`src/rtl/pll_reset_sequencer.sv`:
```
// PLL reset sequencer: synchronizes the PLL lock flag, qualifies it for a
// programmable stable time before releasing the downstream reset, filters
// short lock dropouts, and holds reset for a minimum time after a real loss.
// Loss events are recorded in a sticky flag and a saturating counter.
module pll_reset_sequencer #(
  parameter int STABLE_CYCLES = 1024,
  parameter int DROP_FILTER   = 4,
  parameter int HOLD_CYCLES   = 16,
  parameter int CNT_W         = 8
) (
  input  logic             clock,
  input  logic             reset,
  input  logic             lock,
  input  logic             clear_sticky,
  output logic             rst_out,
  output logic             ready,
  output logic             lock_lost,
  output logic [CNT_W-1:0] loss_count,
  output logic [1:0]       state_dbg
);

  localparam int SW = (STABLE_CYCLES > 1) ? $clog2(STABLE_CYCLES) : 1;
  localparam int DW = (DROP_FILTER   > 1) ? $clog2(DROP_FILTER)   : 1;
  localparam int HW = (HOLD_CYCLES   > 1) ? $clog2(HOLD_CYCLES)   : 1;

  localparam logic [SW-1:0] SMAX = SW'(STABLE_CYCLES - 1);
  localparam logic [DW-1:0] DMAX = DW'(DROP_FILTER - 1);
  localparam logic [HW-1:0] HMAX = HW'(HOLD_CYCLES - 1);

  typedef enum logic [1:0] {
    WAIT_LOCK = 2'd0,
    STABILIZE = 2'd1,
    RUN       = 2'd2,
    LOST      = 2'd3
  } state_t;

  state_t          state, state_n;
  logic            lock_meta, lock_s;
  logic [SW-1:0]   scnt, scnt_n;
  logic [DW-1:0]   dcnt, dcnt_n;
  logic [HW-1:0]   hcnt, hcnt_n;
  logic            enter_lost;

  // Two-flop synchronizer for the asynchronous lock flag
  always_ff @(posedge clock) begin
    if (reset) begin
      lock_meta <= 1'b0;
      lock_s    <= 1'b0;
    end else begin
      lock_meta <= lock;
      lock_s    <= lock_meta;
    end
  end

  // State and qualification/drop/hold counter registers
  always_ff @(posedge clock) begin
    if (reset) begin
      state <= WAIT_LOCK;
      scnt  <= '0;
      dcnt  <= '0;
      hcnt  <= '0;
    end else begin
      state <= state_n;
      scnt  <= scnt_n;
      dcnt  <= dcnt_n;
      hcnt  <= hcnt_n;
    end
  end

  // Next-state and counter update logic
  always_comb begin
    state_n    = state;
    scnt_n     = scnt;
    dcnt_n     = dcnt;
    hcnt_n     = hcnt;
    enter_lost = 1'b0;
    case (state)
      WAIT_LOCK: begin
        if (lock_s) begin
          state_n = STABILIZE;
          scnt_n  = '0;
        end
      end
      STABILIZE: begin
        if (!lock_s) begin
          state_n = WAIT_LOCK;
        end else if (scnt == SMAX) begin
          state_n = RUN;
          dcnt_n  = '0;
        end else begin
          scnt_n = scnt + SW'(1);
        end
      end
      RUN: begin
        if (lock_s) begin
          dcnt_n = '0;
        end else if (dcnt == DMAX) begin
          state_n    = LOST;
          hcnt_n     = '0;
          enter_lost = 1'b1;
        end else begin
          dcnt_n = dcnt + DW'(1);
        end
      end
      LOST: begin
        if (hcnt == HMAX) begin
          state_n = WAIT_LOCK;
        end else begin
          hcnt_n = hcnt + HW'(1);
        end
      end
      default: state_n = WAIT_LOCK;
    endcase
  end

  // Loss bookkeeping: sticky flag (set beats clear) and saturating counter
  always_ff @(posedge clock) begin
    if (reset) begin
      lock_lost  <= 1'b0;
      loss_count <= '0;
    end else begin
      if (enter_lost) begin
        lock_lost <= 1'b1;
        if (loss_count != '1) begin
          loss_count <= loss_count + CNT_W'(1);
        end
      end else if (clear_sticky) begin
        lock_lost <= 1'b0;
      end
    end
  end

  assign rst_out   = (state != RUN);
  assign ready     = (state == RUN);
  assign state_dbg = state;

endmodule

```
`config.mk`:
```
export PLATFORM = sky130hd
export DESIGN_NAME = pll_reset_sequencer
export DESIGN_NICKNAME = d
export VERILOG_FILES = /design/src/rtl/pll_reset_sequencer.sv
export SDC_FILE = /design/constraint.sdc
export NUM_CORES = 1
export LEC_CHECK = 0
export ABC_AREA = 1
export CAP_MARGIN = 0
export CORE_UTILIZATION = 26
export CTS_CLUSTER_SIZE = 30
export DETAILED_ROUTE_END_ITERATION = 6
export PLACE_DENSITY_LB_ADDON = 0.2
export SYNTH_ARGS = -nofsm -noshare
export SYNTH_HDL_FRONTEND = slang
export SYNTH_SLANG_ARGS = --single-unit
```
`constraint.sdc`:
```
create_clock -name clock -period 2 [get_ports clock]
set_clock_uncertainty 0.15 [all_clocks]
set_input_delay 0.4 -clock clock [delete_from_list [all_inputs] [get_ports clock]]
set_output_delay 0.4 -clock clock [all_outputs]
set_load 0.05 [all_outputs]
```
==> flow_metrics.tcl <==
set metrics [dict create \
    setup_viol 0 \
    status "completed" \
    htreeDepth 2 \
    yosys.area_share.simple_pct 34.73 \
    synth_xor_area_share_pct 4.013 \
    ff2ff_setup_slack_ns 0.20 \
    min_from "lock_meta" \
    cts_hold_buf 0 \
    syn_area_per_cell_sq_um 6.642 \
    fin_crit_sh_pct 90.56 \
    ioPinCount 17 \
    firstDrtPassIters 4 \
    synthArstFlopShare_pct 0 \
    rows 27 \
    synth_ff_type "dfxtp_1" \
    startpoint_type "flip-flop" \
    internal_power_w 0.001014 \
    die_x_microns 78.66 \
    vias 1398 \
    cts_tree "yes" \
    insertion_delay_ns 0.29 \
    die_area_sq_um 6187 \
    antenna_found_initial 0 \
    cts_resized 0 \
    r2r-start "scnt[0]" \
    p_seq_share_pct 45.0 \
    port_buffers 16 \
    clk_pin_slew_ns 0.07 \
    cp-end-kind "primary output" \
    p_clk_share_pct 49.7 \
    grt_pass1_vias 1288 \
    num_antenna_cells 0 \
    post_cts_buffers 0 \
    swShare_pct 23.07 \
    hold_viol_final 0 \
    fin_area_sq_um 1908 \
    ant_nets 0 \
    cts_buffers 5 \
    timing.final.crit_period_ns 1.811 \
    worst-setup-path-type "flip-flop to primary output" \
    areaGrowthSynthToFinish_pct 24.90 \
    drc 0 \
    place_area_sq_um 1788 \
    hold_path_class "flip-flop to flip-flop" \
    synth-edff-count 0 \
    syn_inst 230 \
    power_w 0.001318 \
    holdWs_ns 0.2681 \
    vias_per_cell 4.288 \
    syn-num-nets 238 \
    synth-adder-area-share_pct 3.276 \
    rsz0062_at_grt "false" \
    synth_warnings 0 \
    slew_headroom_pct 68.06 \
    final_layout_size_suffix_gt1_share_pct 13.78 \
    yosysSeqAreaShare_pct 38.00 \
    clockRootBuffer "clkbuf_8" \
    p_leak_nw 0.8060 \
    wl_microns 3507 \
    layout.nets 261 \
    final_core_util_pct 34.23 \
    initial_core_util_pct 27.41 \
    worst_slew_pin_slew_ns 0.4774 \
    ir_drop_mv 0.3173 \
    tns_ns 0 \
    required_ns 1.45 \
    grt_overflow 0 \
    path_max_fanout 6 \
    cp.arrival_ns 1.26 \
    p_per_area_nw_per_um2 690.9 \
    coreArea_sq_um 5574 \
    fmax_ghz 0.5521 \
    netlist_area_sq_um 1528 \
    wl_per_cell_microns 10.76 \
    ys_seq_elements 29 \
    fp.dieH_microns 78.66 \
    combPwrFrac_pct 5.3 \
    slew_violations 0 \
    r2r_end "scnt[1]" \
    hold-path-cell-count 2 \
    r2r_cells 8 \
    grt_pass1_wl_microns 6058 \
    muxShareOfSynthArea_pct 0 \
    grt_max_degree 15 \
    gp_congestion 0.7772 \
    clkSinkCount 29 \
    cts_buffer_depth 2 \
    synth_top_family_by_area "simple AND/OR/NAND/NOR gates" \
    detail_route.iter0.violations 88 \
    synth_compound_area_share_pct 11.88 \
    hpwl_microns 2538 \
    cap_violations 0 \
    switchingPower_w 0.0003042 \
    min_to "lock_s" \
    ys_types 24 \
    grt_use_total_pct 12.89 \
]
==> sequential cells by signal, indices dropped and copies added (netlist names), named ones only <==
signal      count
hcnt            4
lock_lost       1
dcnt            2
state_dbg       1
lock_meta       1
lock_s          1
scnt           10
loss_count      8
==> cell families after synthesis <==
kind of cell / after synthesis
fa+ha+maj: 4
flops: 29
buf+inv: 33
compound gates: 32
xor+xnor: 7
simple gates: 125
==> synthesized netlist by cell type (2+ instances only) <==
cell type  instances  area share (%)
nor2_1            32             7.9
a21oi_1           21             6.9
and3_1             2            0.82
xor2_1             5             2.9
o21ai_0            6             2.0
xnor2_1            2             1.1
nand4_1            4             1.6
ha_1               4             3.3
inv_1             26             6.4
nand2_1           67              16
inv_2              6             1.5
dfxtp_1           29              38
nor3_1             2            0.66
nand3_1           14             4.6
==> stage by stage <==
| step | setup slack [ns] | cells |
|---|---|---|
| 6_report | 0.1888 | 326 |
| 5_1_grt | 0.05900 | 326 |
| 4_1_cts | 0.1675 | 326 |
| 3_5_place_dp | 0.2220 | 318 |
| 3_3_place_gp | 0.1939 | 318 |
| 2_1_floorplan | 0.02461 | 230 |
==> layout make-up <==
| cell class | instances | area, sq um |
|---|---|---|
| clock inverters | 2 | 37.54 |
| clock buffers | 6 | 82.58 |
| inverters | 32 | 120.1 |
| flip-flops and latches | 29 | 581.8 |
| repair buffers | 17 | 172.7 |
| multi-input cells | 168 | 823.3 |
| well taps | 72 | 90.09 |
| fillers | 616 | 3666 |
==> routing by layer <==
layer	vias up	track usage (%)	routed length [microns]
li1	772	-	-
met1	605	16.54	1844
met3	6	3.721	114
met5	-	0	0
met2	15	18.87	1455
met4	0	7.778	92
==> power groups by stage <==
stage	logic [W]	clock network, W	registers (W)
6_report	0.0000698	0.000656	0.000593
5_1_grt	0.0000791	0.000703	0.000593
4_1_cts	0.0000705	0.000680	0.000593
3_5_place_dp	0.0000703	0	0.000606
3_3_place_gp	0.0000718	0	0.000606
2_1_floorplan	0.0000382	0	0.000608
==> cell usage in the layout, fill, tap and decap left out, types with 4 or more instances in the layout <==
master,synthesis,layout
inv_2,6,6
inv_1,26,26
xor2_1,5,5
nor2_1,32,32
nand3_1,14,14
clkbuf_8,0,6
nand2_1,67,67
buf_4,0,11
o21ai_0,6,6
nand4_1,4,4
a21oi_1,21,21
ha_1,4,4
dfxtp_1,29,28
==> how the worst max path moves through the flow <==
stage / start / end / cells after the start
6_report: state_dbg[0] / rst_out / 3
3_5_place_dp: scnt[0] / scnt[1] / 8
4_1_cts: state_dbg[0] / rst_out / 3
3_3_place_gp: scnt[0] / scnt[1] / 8
5_1_grt: scnt[0] / scnt[1] / 8
2_1_floorplan: state_dbg[0] / dcnt[0] / 7
==> critical path: stages (launching register included) <==
cell and delay, ns:
dfxtp_1 0.41, nor2_4 0.25, inv_1 0.14, buf_12 0.17
No activity file was read; power rests on OpenSTA's default activity.
